`config.mk`:
```
export PLATFORM = sky130hd
export DESIGN_NAME = hbm_delay_stamp
export DESIGN_NICKNAME = d
export VERILOG_FILES = /design/src/rtl/hbm_delay_stamp.sv
export SDC_FILE = /design/constraint.sdc
export NUM_CORES = 1
export LEC_CHECK = 0
export CAP_MARGIN = 20
export CORE_MARGIN = 2
export CORE_UTILIZATION = 41
export DETAILED_ROUTE_END_ITERATION = 6
export GPL_TIMING_DRIVEN = 1
export PLACE_DENSITY = 0.65
export SLEW_MARGIN = 20
export SYNTH_ARGS = -nofsm -noshare
export SYNTH_HDL_FRONTEND = slang
export SYNTH_SLANG_ARGS = --single-unit
```
`constraint.sdc`:
```
create_clock -name clk -period 5.7 [get_ports clk]
set_clock_uncertainty 0.1 [all_clocks]
set_input_delay 0.855 -clock clk [delete_from_list [all_inputs] [get_ports clk]]
set_output_delay 0.855 -clock clk [all_outputs]
set_load 0.01 [all_outputs]
```
`src/rtl/hbm_delay_stamp.sv`:
```
// hbm_delay_stamp: ingress stage of the HBM latency model that stamps NoC flits with a release time.
// Accepts OpenPiton memory-request packets, decodes the channel group from the address flit,
// and writes {flit, head, tail, exp_time} words to the delay FIFO; exp_time = accept time + group latency.
// Optional macro HBM_DELAY_STATS_EN adds saturating packet/flit counters (o_stat_pkts, o_stat_flits).
// Ports:
//   clk          clock
//   reset        synchronous active-high reset
//   i_in_val     input flit valid
//   i_in_data    input flit
//   o_in_rdy     input flit accepted when i_in_val & o_in_rdy
//   o_out_val    stamped word valid
//   o_out_data   {flit, head, tail, exp_time}, exp_time in the LSBs
//   i_out_rdy    delay FIFO not full
//   o_timer      free-running model timer shared with the release stage
//   o_stat_pkts  packets written (HBM_DELAY_STATS_EN only)
//   o_stat_flits flits written (HBM_DELAY_STATS_EN only)
module hbm_delay_stamp #(
    parameter int NOC_DW         = 64,
    parameter int TIMERw         = 32,
    parameter int CHAN_GROUP     = 8,
    parameter int CHAN_GROUPw    = 3,
    parameter int CHAN_BASE_ADDR = 30,
    parameter int ADDR_W         = 40,
    parameter int LEN_LSB        = 22,
    parameter int LEN_W          = 8,
    parameter logic [CHAN_GROUP*TIMERw-1:0] DELAYS = {8{32'd100}}
) (
    input  logic                     clk,
    input  logic                     reset,
    input  logic                     i_in_val,
    input  logic [NOC_DW-1:0]        i_in_data,
    output logic                     o_in_rdy,
    output logic                     o_out_val,
    output logic [NOC_DW+TIMERw+1:0] o_out_data,
    input  logic                     i_out_rdy,
    output logic [TIMERw-1:0]        o_timer
`ifdef HBM_DELAY_STATS_EN
    ,
    output logic [31:0]              o_stat_pkts,
    output logic [31:0]              o_stat_flits
`endif
);
    typedef enum logic [2:0] {IDLE, WAIT_ADDR, EMIT_HDR, EMIT_ADDR, BODY} state_t;

    if (CHAN_BASE_ADDR + CHAN_GROUPw > ADDR_W) begin : g_bad_field
        $error("group-index field lies outside the address field");
    end

    state_t                  r_state, w_next;
    logic [TIMERw-1:0]       r_timer, r_exp;
    logic [NOC_DW-1:0]       r_hdr, r_addr;
    logic [LEN_W-1:0]        r_len, r_rem;
    logic [LEN_W-1:0]        w_len;
    logic [CHAN_GROUPw-1:0]  w_grp;
    logic [TIMERw-1:0]       w_delay;
    logic [NOC_DW-1:0]       w_flit;
    logic                    w_head, w_tail, w_out_hs;

    assign w_len    = i_in_data[LEN_LSB +: LEN_W];
    assign w_grp    = i_in_data[CHAN_BASE_ADDR +: CHAN_GROUPw];
    assign w_delay  = DELAYS[w_grp*TIMERw +: TIMERw];
    assign w_out_hs = o_out_val & i_out_rdy;
    assign o_timer  = r_timer;
    assign o_out_data = o_out_val ? {w_flit, w_head, w_tail, r_exp} : '0;

    always_comb begin
        w_next    = r_state;
        o_in_rdy  = 1'b0;
        o_out_val = 1'b0;
        w_flit    = '0;
        w_head    = 1'b0;
        w_tail    = 1'b0;
        case (r_state)
            IDLE: begin
                o_in_rdy = 1'b1;
                if (i_in_val) w_next = (w_len == '0) ? EMIT_HDR : WAIT_ADDR;
            end
            WAIT_ADDR: begin
                o_in_rdy = 1'b1;
                if (i_in_val) w_next = EMIT_HDR;
            end
            EMIT_HDR: begin
                o_out_val = 1'b1;
                w_flit    = r_hdr;
                w_head    = 1'b1;
                w_tail    = (r_len == '0);
                if (i_out_rdy) w_next = (r_len == '0) ? IDLE : EMIT_ADDR;
            end
            EMIT_ADDR: begin
                o_out_val = 1'b1;
                w_flit    = r_addr;
                w_tail    = (r_len == LEN_W'(1));
                if (i_out_rdy) w_next = (r_len == LEN_W'(1)) ? IDLE : BODY;
            end
            BODY: begin
                // body flits bypass the registers, so they add no latency
                o_in_rdy  = i_out_rdy;
                o_out_val = i_in_val;
                w_flit    = i_in_data;
                w_tail    = (r_rem == LEN_W'(1));
                if (i_in_val && i_out_rdy && r_rem == LEN_W'(1)) w_next = IDLE;
            end
            default: w_next = IDLE;
        endcase
        // hold the handshake signals low while reset is asserted
        if (reset) begin
            o_in_rdy  = 1'b0;
            o_out_val = 1'b0;
        end
    end

    always_ff @(posedge clk) begin
        if (reset) r_state <= IDLE;
        else       r_state <= w_next;
    end

    always_ff @(posedge clk) begin
        if (reset) begin
            r_timer <= '0;
            r_exp   <= '0;
            r_hdr   <= '0;
            r_addr  <= '0;
            r_len   <= '0;
            r_rem   <= '0;
        end else begin
            r_timer <= r_timer + 1'b1;
            // r_exp holds t0 until the address flit supplies the group latency
            if (r_state == IDLE && i_in_val) begin
                r_hdr <= i_in_data;
                r_len <= w_len;
                r_exp <= (w_len == '0) ? r_timer + DELAYS[TIMERw-1:0] : r_timer;
            end
            if (r_state == WAIT_ADDR && i_in_val) begin
                r_addr <= i_in_data;
                r_exp  <= r_exp + w_delay;
            end
            if (r_state == EMIT_ADDR && i_out_rdy) r_rem <= r_len - 1'b1;
            if (r_state == BODY && w_out_hs) r_rem <= r_rem - 1'b1;
        end
    end

`ifdef HBM_DELAY_STATS_EN
    always_ff @(posedge clk) begin
        if (reset) begin
            o_stat_pkts  <= '0;
            o_stat_flits <= '0;
        end else begin
            if (w_out_hs && o_stat_flits != '1) o_stat_flits <= o_stat_flits + 1'b1;
            if (w_out_hs && w_tail && o_stat_pkts != '1) o_stat_pkts <= o_stat_pkts + 1'b1;
        end
    end
`endif
endmodule

```
== Word level (Yosys, flattened, before mapping) ==
Index checks and enable logic that the tools add are counted.

* Register bits after elaboration: 211
* Latch bits: 0
* Memory bits (writable): 0
* ROM bits: 0
* Input bits: 68
* Word-level logic and storage cells: 61
* Memories: 0

* Add/subtract/negate cells: 5
* Multiply operators: 0
* Divide/modulo/power cells: 0
* Magnitude comparators: 0
* Equal/unequal tests: 11
* Shift operators: 1
* Mux-type cells: 22
* Bitwise gates (word level): 1
* Reduce and logical (&&, ||, !) cells: 14

{| class="wikitable"
|+ Operator list
! operator !! count
|-
| $shiftx A256 B9 Y32 const A || 1
|-
| $pmux W64 S3 || 1
|-
| $mux W98 || 1
|-
| $mux W32 || 3
|-
| $add A32 B1 Y32 const B || 1
|-
| $add A32 B32 Y32 || 1
|-
| $add A32 B7 Y32 const B || 1
|-
| $mux W3 || 6
|-
| $eq A8 B1 Y1 const B || 2
|-
| $logic_not A8 Y1 || 2
|-
| $mux W8 || 2
|-
| $sub A8 B1 Y8 const B || 2
|-
| $pmux W3 S5 || 1
|-
| $ne A2 B2 Y1 const B || 5
|-
| $eq A3 B2 Y1 const B || 2
|-
| $logic_and A1 B1 Y1 || 6
|-
| $reduce_and A5 Y1 || 1
|-
| $mux W2 || 2
|-
| $pmux W1 S2 || 2
|-
| $reduce_bool A2 Y1 || 2
|-
| $reduce_or A2 Y1 || 2
|-
| $eq A3 B1 Y1 const B || 1
|-
| $eq A3 B3 Y1 const B || 1
|-
| $logic_not A3 Y1 || 1
|-
| other kinds (3) || 5
|}

== Depth between registers and ports, before layout ==
Gate-level depths: netlist (run 1).

* Depth in word-level cells: 7
* Gate-level depth with buffers: 8
* Mapped depth without buffers: 7

== Worst setup path before layout (run 1) ==
No wires, ideal clock.

* Path type: input port to output port
* Start point: input port i_in_val
* End point: output port o_out_data[21]
* Arrival: 2.000 ns
* Required time: 4.745 ns
* Setup slack: 2.745 ns
* Stages: 6
* Path buffers: 2
* Cell sequence: nand4bb_1 -> a21o_1 -> clkbuf_1 -> inv_1 -> clkbuf_1 -> and2_1

* Word-level cells in the longest chain between the ends: 3

{| class="wikitable"
|+ RTL lines
! what !! line !! RTL
|-
| start, declared || 30 || <nowiki>input logic i_in_val,</nowiki>
|-
| $pmux W1 S2 || 73 || <nowiki>case (r_state)</nowiki>
|-
| $mux W1 || 106 || <nowiki>if (reset) begin</nowiki>
|-
| named net o_out_val || 33 || <nowiki>output logic o_out_val,</nowiki>
|-
| $mux W98 || 64 || <nowiki>assign o_out_data = o_out_val ? {w_flit, w_head, w_tail, r_exp} : '0;</nowiki>
|-
| end, declared || 34 || <nowiki>output logic [NOC_DW+TIMERw+1:0] o_out_data,</nowiki>
|}

The timed path passes the listed nets, and every way through them passes these cells.

== Worst setup path after layout (run 1) ==
* Start point: input port i_in_val
* End point: output port o_out_data[1]

* Word-level cells in the longest chain between the ends: 3

{| class="wikitable"
|+ RTL lines
! what !! line
|-
| $pmux W1 S2 || 73
|-
| $mux W1 || 106
|-
| $mux W98 || 64
|}

Every way passes these cells.

==> out/qor.csv, run 1 <==
metric;value;unit
postCtsSetupRepairBufs;0;
max-cap-violations;0;
critPathBufInv;3;
report.final.setup_viol;0;
grt_pass1_vias;10509;
grt-ovfl-total;0;
rsz0062_at_grt;false;
htreeDepth;1;
synth_edf_count;0;
drc_violation_count_after_routing;0;
ys_warn_count;0;
grt_start_max_net_pins;99;
core-area;26730;µm²
ys.flop_type;sky130_fd_sc_hd__dfxtp_1;
critPathMaxFanout;26;
hold_viol_final;0;
routed_wirelength;34040;µm
worstPathRequired;4740;ps
ys_seq_elements;203;
power.share.clock;40.7;%
period_utilization_post_route;74.64;%
yosys-mux-area-fraction;6.989;%
port_buffers;199;
drive_above_1_share;4.214;%
yosys-top-cells-area;sky130_fd_sc_hd__dfxtp_1, sky130_fd_sc_hd__nand2_1, sky130_fd_sc_hd__a21oi_1;
route.vias.total;11132;
numnets_final;1724;
fin_crit;4255;ps
final_antenna_net_count;0;
gp_congestion;0.8867;
final_cell_mix;sky130_fd_sc_hd__nand2_1, sky130_fd_sc_hd__a21oi_1, sky130_fd_sc_hd__nor2_1;
worst_setup_path_end_kind;output pin;
synthArstFlopShare;0;%
sequential_cell_area;4068;µm²
mappedNetlistNets;1608;
internal-power;2560;µW
netSwitchingFraction;28.32;%
synth.lib_cells_used.distinct;71;
post_synth_fa_ha_maj_area_fraction;0.7903;%
cts.sink_count;203;
synth_largest_area_cell;sky130_fd_sc_hd__dfxtp_1;
p_leak;0.004486;µW
dp_cells;1963;
dieArea;28360;µm²
max-clock-path-buffers;3;
antenna_found_initial;0;
synth-compound-area-share;18.02;%
power_per_cell_area;256.4;nW/µm²
pins_over_slew_limit;0;
layout_commonest_cell;sky130_fd_sc_hd__nand2_1;
rows;60;
worst_path_most_repeated_cell;sky130_fd_sc_hd__clkdlybuf4s50_1;
critPathArrivalTime;3300;ps
power.switching;1011;µW
detailedRoute.firstPassIterationCount;5;
detailedPlacementHpwl;21690;µm
chipWidth;168.4;µm
hold_path_class;flop to flop;
timing.fmax;235.0;MHz
simple_gate_share_of_the_synthesized_area;29.30;%
yosysSeqAreaShare;36.67;%
synthCells;1533;
biggest_cell_delay_along_the_critical_path;630;ps
slowest_stage;sky130_fd_sc_hd__inv_1;
clock_latency;520;ps
grt_use_total;23.40;%
multi_input_comb_area;6482;µm²
largest_family_of_logic_cells_by_synthesized_area;simple AND/OR/NAND/NOR gates;
post_cts_hold_buffer_count;0;
pin_count;200;
clkTransAtPathRegs;60;ps
avgRoutedWirePerCell;17.00;µm
grt_first_pass_wirelength;55170;µm
seqPwrFrac;43.9;%
critPathKind;input port to output pin;
p_comb_share;15.4;%
cts_buffers;24;
setup.worst_path.start_class;input port;
worst_slew_margin_rel;38.85;%
number_of_fill_cells;2645;
post-synth-top-area-fraction;36.67;%
layout-area-overhead-vs-synth;25.66;%
vdd.ir_drop.worst;0.2038;mV
antennaDiodeCount;0;
tightest_slew;914.0;ps
critical-path-top-delay-family;buffers and inverters;
mappedNetlistArea;11080;µm²
cts_resized;0;
post_synth_xor_area_fraction;3.161;%
syn_avg_cell_area;7.229;µm²
clockRootBuffer;sky130_fd_sc_hd__clkbuf_16;
drt_initial_violations;941;
worst_path_cell_chain;clkdlybuf4s50_1 -> nand4bb_1 -> a21o_2 -> inv_1 -> and2_1 -> clkdlybuf4s50_1;
fin_tns_setup;0;ps
finish.cell_count_without_fillers;2002;
status;complete, no violations;
tritoncts_clock_tree;done;
height_of_the_die;168.4;µm
initial_core_util;41.47;%
drt-vias-per-instance;5.560;
[kinds of logic (layout without fill, tap and decap cells)]
logic type	after synthesis	in the layout
AO/OA/AOI/OAI	343	343
XOR/XNOR	40	40
multiplexers	77	77
flip-flops	203	203
adder cells (fa/ha/maj)	7	7
buffers and inverters	144	272
AND/OR/NAND/NOR	719	719
[metrics by stage]
stage,setup slack [ps],hold WS [ps],cell area (µm²),utilization [%],power [µW]
6_report,1445,352.3,13930,52.11,3571
5_1_grt,1257,368.9,13930,52.11,3715
4_1_cts,1434,354.2,13900,52.00,3602
3_5_place_dp,1448,346.1,13170,49.29,2146
3_3_place_gp,1583,340.9,13170,49.29,2136
2_1_floorplan,2745,331.7,11080,-,1943
[worst min-delay path: stages (launching register included)]
cell and delay, ps:
sky130_fd_sc_hd__dfxtp_1 300, sky130_fd_sc_hd__nand2_1 50, sky130_fd_sc_hd__a21oi_1 50
[per-layer routing]
| layer | wire length [µm] | GRT usage [%] |
|---|---|---|
| met1 | 15160 | 31.97 |
| met2 | 15830 | 38.70 |
| met3 | 2129 | 3.291 |
| met4 | 927 | 6.409 |
| met5 | 0 | 0 |
[cells in the mapped netlist (6+ instances only)]
master,count
sky130_fd_sc_hd__a211oi_1,6
sky130_fd_sc_hd__a21oi_1,229
sky130_fd_sc_hd__a31oi_1,24
sky130_fd_sc_hd__a41oi_1,7
sky130_fd_sc_hd__and2_1,33
sky130_fd_sc_hd__and3_1,10
sky130_fd_sc_hd__and4_1,6
sky130_fd_sc_hd__buf_1,22
sky130_fd_sc_hd__buf_2,16
sky130_fd_sc_hd__clkbuf_1,88
sky130_fd_sc_hd__dfxtp_1,203
sky130_fd_sc_hd__ha_1,7
sky130_fd_sc_hd__inv_1,17
sky130_fd_sc_hd__mux2i_1,74
sky130_fd_sc_hd__nand2_1,322
sky130_fd_sc_hd__nand3_1,32
sky130_fd_sc_hd__nand4_1,31
sky130_fd_sc_hd__nor2_1,206
sky130_fd_sc_hd__nor3_1,21
sky130_fd_sc_hd__nor4_1,13
sky130_fd_sc_hd__o21ai_0,19
sky130_fd_sc_hd__or3_1,8
sky130_fd_sc_hd__or4_1,8
sky130_fd_sc_hd__xnor2_1,18
sky130_fd_sc_hd__xor2_1,22
[final timing paths]
kind	start	end	slack [ps]	cells past startpoint
worst max-delay path	i_in_val	o_out_data[1]	1450	6
worst max register to register	r_state[0]	r_hdr[21]	2680	7
worst min-delay path	r_hdr[44]	r_hdr[44]	350	2
worst min register to register	r_hdr[44]	r_hdr[44]	350	2
[registers in the layout (all words and copies together) (netlist names)]
| signal | flops |
|---|---|
| r_exp | 32 |
| o_timer | 32 |
| r_rem | 8 |
| r_hdr | 64 |
| r_addr | 64 |
| r_state | 3 |
[power by group through the flow]
stage | Sequential (µW) | Clock (µW) | Combinational [µW]
floorplan | 1560 | 0 | 380
global placement | 1590 | 0 | 542
detailed placement | 1600 | 0 | 549
CTS | 1570 | 1480 | 550
global route | 1580 | 1530 | 606
finish | 1570 | 1450 | 551
[area by class of cell]
type	count	share of cell area (%)
multi-input cells	1186	46.55
well taps	341	3.064
clock buffers	38	5.202
flip-flops and latches	203	29.21
inverters	17	0.4582
repair buffers	217	15.52
Power figures use the tool's default switching activity.
==> run 2: changes to the inputs <==
Clock period 5.7 ns to 4 ns, I/O delays scaled along.
==> run 2 against run 1 <==
Sequential cell count unchanged. Power grew 47%. Sequential power rose by 41%. Largest cell class unchanged. Critical path type is now flop to output pin. Combinational power up 48%.
==> out/qor.csv, run 2 (same netlist as run 1, synthesis figures left out) <==
metric;value;unit
vdd.ir_drop.worst;0.2296;mV
hold_path_class;input port to flop;
period_utilization_post_route;92.91;%
p_total;5243;µW
dp_worst_setup_slack;415.1;ps
setup.reg_to_reg.worst_slack;1370;ps
holdPathEnd;r_rem[0];
max-cap-violations;0;
hold_viol_final;0;
drive_above_1_share;4.904;%
place_area;13290;µm²
tightest_slew;1090;ps
max-clock-path-buffers;3;
finalInstanceArea;14090;µm²
worst_path_cell_chain;nor2_1 -> and2_2 -> buf_4 -> a21oi_1 -> nor2_1 -> clkdlybuf4s50_1;
final_antenna_net_count;0;
grt_start_max_net_pins;101;
layout_commonest_cell;sky130_fd_sc_hd__nand2_1;
post_cts_hold_buffer_count;0;
fin_crit;3717;ps
rows;60;
grt_first_pass_wirelength;54780;µm
grt_use_total;23.17;%
critPathArrivalTime;3020;ps
number_of_fill_cells;2573;
detailedPlacementHpwl;21750;µm
route.vias.total;11220;
worst_slew_margin_rel;27.32;%
rsz0062_at_grt;false;
cts.sink_count;203;
avgRoutedWirePerCell;16.95;µm
cts_resized;0;
power_per_cell_area;372.1;nW/µm²
dieArea;28360;µm²
critPathMaxFanout;32;
critical_path.reg2reg.endpoint;r_exp[22];
reg_top3;r_addr: 64 flops, r_hdr: 64 flops;
clockRootBuffer;sky130_fd_sc_hd__clkbuf_16;
drt_initial_violations;906;
worstReg2RegStart;r_exp[2];
reg2regPathDepth;7;
tritoncts_clock_tree;done;
finish.cell_count_without_fillers;2014;
slowest_stage;sky130_fd_sc_hd__and2_2;
dp_cells;1970;
layout-area-overhead-vs-synth;27.13;%
sequential_cell_area;4068;µm²
met3_length;2118;µm
timing.fmax;269.1;MHz
fin_tns_setup;0;ps
worst_setup_path_startpoint;r_state[1];
status;complete, no violations;
pin_count;200;
layout_setup_ws;283.4;ps
grt_pass1_vias;10585;
gp_congestion;0.9003;
postCtsSetupRepairBufs;0;
multi_input_comb_area;6482;µm²
instance_count_along_the_most_critical_hold_path;2;
critPathKind;flop to output pin;
report.final.setup_viol;0;
highest_signal_layer;met4;
worst_path_most_repeated_cell;sky130_fd_sc_hd__nor2_1;
final_cell_mix;sky130_fd_sc_hd__nand2_1, sky130_fd_sc_hd__a21oi_1, sky130_fd_sc_hd__nor2_1;
met1_length;15260;µm
port_buffers;199;
biggest_cell_delay_along_the_critical_path;670;ps
routed_wirelength;34130;µm
drt-vias-per-instance;5.571;
setup.worst_path.start_class;flop;
met2RoutedLength;15820;µm
drc_violation_count_after_routing;0;
worstPathRequired;3300;ps
p_leak;0.004568;µW
grt-ovfl-total;0;
clock_latency;510;ps
pins_over_slew_limit;0;
height_of_the_die;168.4;µm
detailedRoute.firstPassIterationCount;5;
htreeDepth;1;
core-area;26730;µm²
antenna_found_initial;1;
hold_path.startpoint;reset;
worst_setup_path_end_kind;output pin;
chipWidth;168.4;µm
initial_core_util;41.47;%
numnets_final;1730;
cts_buffers;24;
clkTransAtPathRegs;60;ps
-- run 2: changes by cell type in the layout (fill, tap and decap cells not counted), sizes merged --
cell and delta:
clkbuf -5, diode +1, buf +6, clkinvlp +1
bufinv +3, inv +1, clkinv +5
-- run 2: worst max path at each step --
stage / end / slack (ps) / cells after the start
2_1_floorplan: o_out_data[68] / 1530 / 7
3_5_place_dp: o_out_data[27] / 420 / 7
6_report: o_out_data[82] / 280 / 6
5_1_grt: o_out_data[82] / 120 / 6
4_1_cts: o_out_data[82] / 280 / 6
3_3_place_gp: o_out_data[32] / 510 / 6
-- run 2: critical path, delay by kind of cell, from the launching register on --
family / cells / cell delay, ps
buffers and inverters: 2 / 890
DFF: 1 / 480
AOI/OAI and AO/OA: 1 / 80
and+or+nand+nor: 3 / 1030
-- run 2: cell type report --
class | count | share of cell area (%)
multi-input cells | 1186 | 46.01
flip-flops and latches | 203 | 28.87
repair buffers | 223 | 15.96
clock buffers | 33 | 4.725
well taps | 341 | 3.028
clock inverters | 10 | 0.9325
inverters | 17 | 0.4529
diodes | 1 | 0.01776
-- run 2: routing by layer --
metal	vias to the layer above	track usage, %
li1	5539	-
met1	5260	31.33
met2	363	38.34
met3	58	3.362
met4	0	6.972
met5	-	0
-- run 2: power breakdown --
| part | internal [µW] | total [µW] | switching [µW] |
|---|---|---|---|
| clock network | 1360 | 2210 | 852 |
| logic | 309 | 818 | 509 |
| registers | 2130 | 2220 | 83.9 |
-- run 2: per-stage QoR --
step	utilization [%]	hold WS, ps
final	52.72	343.6
after global routing	52.72	347.6
after CTS	52.71	327.7
after detailed placement	49.72	345.8
after global placement	49.72	340.7
after floorplan	-	331.7
==> run 3: changes to the inputs <==
Settings changed: GPL_TIMING_DRIVEN 1 to 0, PLACE_DENSITY 0.65 to 0.69, SKIP_LAST_GASP set to 1.
==> run 3 against run 2 <==
Die area is the same. Largest power group is now clock. Critical path depth grew 1. The run now ends with design-rule violations left. Worst hold slack gained 7.8 ps. First-iteration DRC count grew 18%. Routed wire length grew 17%. Global-route usage grew 3.8 points. Cell area grew 1.7%.
==> out/qor.csv, run 3 (same netlist as run 1, synthesis figures left out) <==
metric;value;unit
layout-area-overhead-vs-synth;29.36;%
max-clock-path-buffers;3;
final_cell_mix;sky130_fd_sc_hd__nand2_1, sky130_fd_sc_hd__a21oi_1, sky130_fd_sc_hd__nor2_1;
worst_setup_path_end_kind;output pin;
grt_first_pass_wirelength;61180;µm
power.switching;1551;µW
grt_start_max_net_pins;13;
vdd.ir_drop.worst;0.1802;mV
tritoncts_clock_tree;done;
htreeDepth;1;
report.final.setup_viol;0;
clkTransAtPathRegs;60;ps
seqPwrFrac;41.0;%
detailedPlacementHpwl;28790;µm
finalInstanceArea;14340;µm²
period_utilization_post_route;98.04;%
place_area;13500;µm²
p_leak;0.004671;µW
cts.sink_count;203;
antennaDiodeCount;0;
numnets_final;1831;
rows;60;
grt-ovfl-total;0;
port_buffers;199;
post_cts_hold_buffer_count;0;
final_core_utilization;53.64;%
clockRootBuffer;sky130_fd_sc_hd__clkbuf_16;
grt_use_total;26.99;%
max-cap-violations;0;
antenna_found_initial;0;
drt-vias-per-instance;5.671;
p_comb_share;16.6;%
timing.fmax;255.0;MHz
pin_count;200;
gp_congestion;0.9287;
number_of_fill_cells;2580;
route.vias.total;11982;
cts_buffers;24;
reg_top3;r_addr: 64 flops, r_hdr: 64 flops;
rsz0062_at_grt;false;
hold_viol_final;0;
drt_initial_violations;1067;
dieArea;28360;µm²
critPathMaxFanout;10;
postCtsSetupRepairBufs;0;
layout_commonest_cell;sky130_fd_sc_hd__nand2_1;
netSwitchingFraction;28.80;%
core-area;26730;µm²
fin_crit;3921;ps
avgRoutedWirePerCell;18.88;µm
sequential_cell_area;4064;µm²
pins_over_slew_limit;0;
final_antenna_net_count;0;
critPathArrivalTime;3220;ps
tightest_slew;1010;ps
chipWidth;168.4;µm
routed_wirelength;39900;µm
hold_ws;351.4;ps
worstPathRequired;3300;ps
hold_path_class;flop to flop;
drive_above_1_share;4.740;%
internal-power;3835;µW
clock_latency;530;ps
detailedRoute.firstPassIterationCount;7;
critPathKind;input port to output pin;
drc_violation_count_after_routing;15;
multi_input_comb_area;6457;µm²
violations;design-rule violations;
initial_core_util;41.47;%
height_of_the_die;168.4;µm
power.share.clock;42.4;%
status;finished, violations left;
p_total;5386;µW
grt_pass1_vias;11073;
setup.worst_path.start_class;input port;
worst_slew_margin_rel;32.65;%
power_per_cell_area;375.7;nW/µm²
[run 3: final cells by class]
type / instances / area share, %
Buffer: 125 / 3.552
Clock buffer: 38 / 5.193
Clock inverter: 4 / 0.5150
Inverter: 17 / 0.4713
Multi-Input combinational cell: 1186 / 45.05
Sequential cell: 203 / 28.35
Tap cell: 341 / 2.976
Timing Repair Buffer: 199 / 13.90
[run 3: power by group through the flow]
stage / combinational, µW / clock (µW) / sequential (µW)
4_1_cts: 880 / 2300 / 2200
5_1_grt: 964 / 2380 / 2220
6_report: 895 / 2290 / 2210
3_3_place_gp: 862 / 0 / 2240
3_5_place_dp: 875 / 0 / 2250
2_1_floorplan: 542 / 0 / 2230
[run 3: final timing paths]
check / from / slack [ps] / end / cells past startpoint
max reg2reg: r_state[2] / 1030 / r_exp[15] / 6
max: i_in_val / 80 / o_out_data[11] / 7
min: r_hdr[46] / 350 / r_hdr[46] / 2
min reg2reg: r_hdr[46] / 350 / r_hdr[46] / 2
[run 3: per-stage QoR]
stage	worst slack (ps)	TNS, ps	std cells
detailed placement	-394.7	-6480	2073
CTS	19.00	0	2114
finish	78.54	0	2113
global route	20.56	0	2113
floorplan	1527	0	1533
global placement	-376.0	-6282	2073
[run 3: critical path: stages]
cell and delay [ps]:
sky130_fd_sc_hd__clkdlybuf4s50_1 630, sky130_fd_sc_hd__nand4bb_1 260, sky130_fd_sc_hd__a21o_2 420, sky130_fd_sc_hd__clkinvlp_4 230, sky130_fd_sc_hd__clkbuf_2 270, sky130_fd_sc_hd__and2_1 220
sky130_fd_sc_hd__clkdlybuf4s50_1 570
[run 3: repair_timing]
item / in CTS / in global routing
resized for setup: 15 / 9
endpoints found under the setup margin: 95 / 56
cloned: 0 / 0
endpoints found under the hold margin: 0 / 0
[run 3: layer usage]
metal / vias up / track usage, % / wire, µm
met5: - / 0 / 0
met4: 0 / 8.058 / 1034
met3: 70 / 4.255 / 3227
met2: 553 / 43.69 / 18350
met1: 5609 / 37.11 / 17290
li1: 5750 / - / -
==> RTL edit, RTL diff (settings of run 3) <==
Add a define of `HBM_DELAY_STATS_EN`.
--- a/src/rtl/hbm_delay_stamp.sv
+++ b/src/rtl/hbm_delay_stamp.sv
@@ -14,6 +14,8 @@
 //   o_timer      free-running model timer shared with the release stage
 //   o_stat_pkts  packets written (HBM_DELAY_STATS_EN only)
 //   o_stat_flits flits written (HBM_DELAY_STATS_EN only)
+`define HBM_DELAY_STATS_EN
+
 module hbm_delay_stamp #(
     parameter int NOC_DW         = 64,
     parameter int TIMERw         = 32,
Check against the original RTL (old outputs only; new: o_stat_flits and o_stat_pkts): equivalent (Yosys induction, for registers that start in step).
==> RTL edit against run 3 <==
Sequential power rose by 29%. Critical path type unchanged. The run now ends clean. Sequential cell count rose by 64. Global-route usage fell by 1.2 points. Worst hold slack improved by 1.7 ps. Synthesized area rose by 25%. Die area rose by 24%. Design area rose by 26%. Wire length rose by 20%. Power rose by 23%. Via count rose by 22%. Cell count rose by 25%. Setup slack got worse by 56 ps. Critical endpoint is now o_out_data[21].
==> RTL edit: results (changes against run 3) <==
• 3257 — Filler Cells Inserted, +26%
• r_state[1] — RR Startpoint
• nand2_1 (350), dfxtp_1 (267), nor2_1 (262) — Post-synth top cells
• 2638 — fin cells, +25%
• 13600 — number of global-route vias before repair, +22%
• 5.74% — ClkCell Share, +0.027 points
• completed — outcome
• 29.5% — sequential cell area share, +1.2 points
• 396 — Buffers, non-clock, +22%
• 15 — largest net degree at the start of global routing, +2
• dfxtp_1 (39%), nand2_1 (9.5%), a21oi_1 (8.9%) — largest cells by area after synthesis
• 35000 um — DPL Wire Length, +21%
• 1453 — multi-input combinational cell count, +23%
• 25.8% — overall routing resource usage, -1.2 points
• 4.43% — share of layout cells above drive strength 1, -0.31 points
• 65 — number of unique standard cell types used by synthesis, -8.5%
• 38.6% — share of the yosys chip area belonging to registers, +1.9 points
• o_out_data[21] — capturing instance or port of the critical path
• 1949 — net count after synthesis, +21%
• 30 — total clock buffers created by CTS, +25%
• 7.40 um2 — Syn Area/Cell, +2.3%
• 0.339 mV — worst ir drop on vdd, +88%
• 17.5% — Non-clock buffer share, about the same
• 1142 — Iteration-0 DRC Markers, +7.0%
• 2244 — net count reported at finish, +23%
• -463 ps — Post-Place Setup Slack, -68.7 ps
• 251 MHz — f_max, -1.4%
• 560 ps — worst skew pair latency, +30 ps
• 7930 um2 — area of the multi-input gates, +23%
==> RTL edit: routing by layer <==
metal  global-route usage [%]  up-vias  wire length, um
li1                         -     7036                -
met1                     35.1     6821            20500
met2                     40.2      667            21000
met3                     4.19      121             4000
met4                     11.8        2             2250
met5                        0        -               13
==> RTL edit: critical path: stages <==
cell and delay [ps]:
clkdlybuf4s50_1 540, nand4bb_2 270, nand2_1 160, nand2_2 220, buf_2 300, clkbuf_2 280, nor2_1 290, clkdlybuf4s50_1 590
==> RTL edit: power breakdown <==
part | switching, mW | leakage, nW | internal, mW | total [mW]
sequential | 0.0747 | 2.17 | 2.77 | 2.84
clock | 1.16 | 0.508 | 1.73 | 2.90
combinational | 0.579 | 3.17 | 0.304 | 0.882
total | 1.82 | 5.85 | 4.81 | 6.62
==> RTL edit: worst min path at each step <==
stage / slack [ps] / end / cells past startpoint / from
floorplan: 330 / r_exp[0] / 2 / r_exp[0]
global placement: 340 / r_addr[1] / 2 / r_addr[1]
detailed placement: 350 / r_hdr[50] / 2 / r_hdr[50]
CTS: 350 / r_hdr[50] / 2 / r_hdr[50]
global route: 370 / r_addr[48] / 2 / r_addr[48]
finish: 350 / r_hdr[43] / 2 / r_hdr[43]
==> RTL edit: cell families after synthesis <==
| group | after synthesis | synth area share [%] |
|---|---|---|
| and+or+nand+nor | 914 | 30.0 |
| AOI/OAI and AO/OA | 347 | 14.1 |
| DFF | 267 | 38.6 |
| buffers and inverters | 152 | 4.18 |
| xor gates and xnor gates | 110 | 7.01 |
| muxes | 73 | 5.30 |
| adders and majority gates | 9 | 0.813 |
==> RTL edit: repair_timing <==
item	in CTS	in global routing
endpoints found under the setup margin	91	43
resized for setup	12	15
hold buffers	0	0
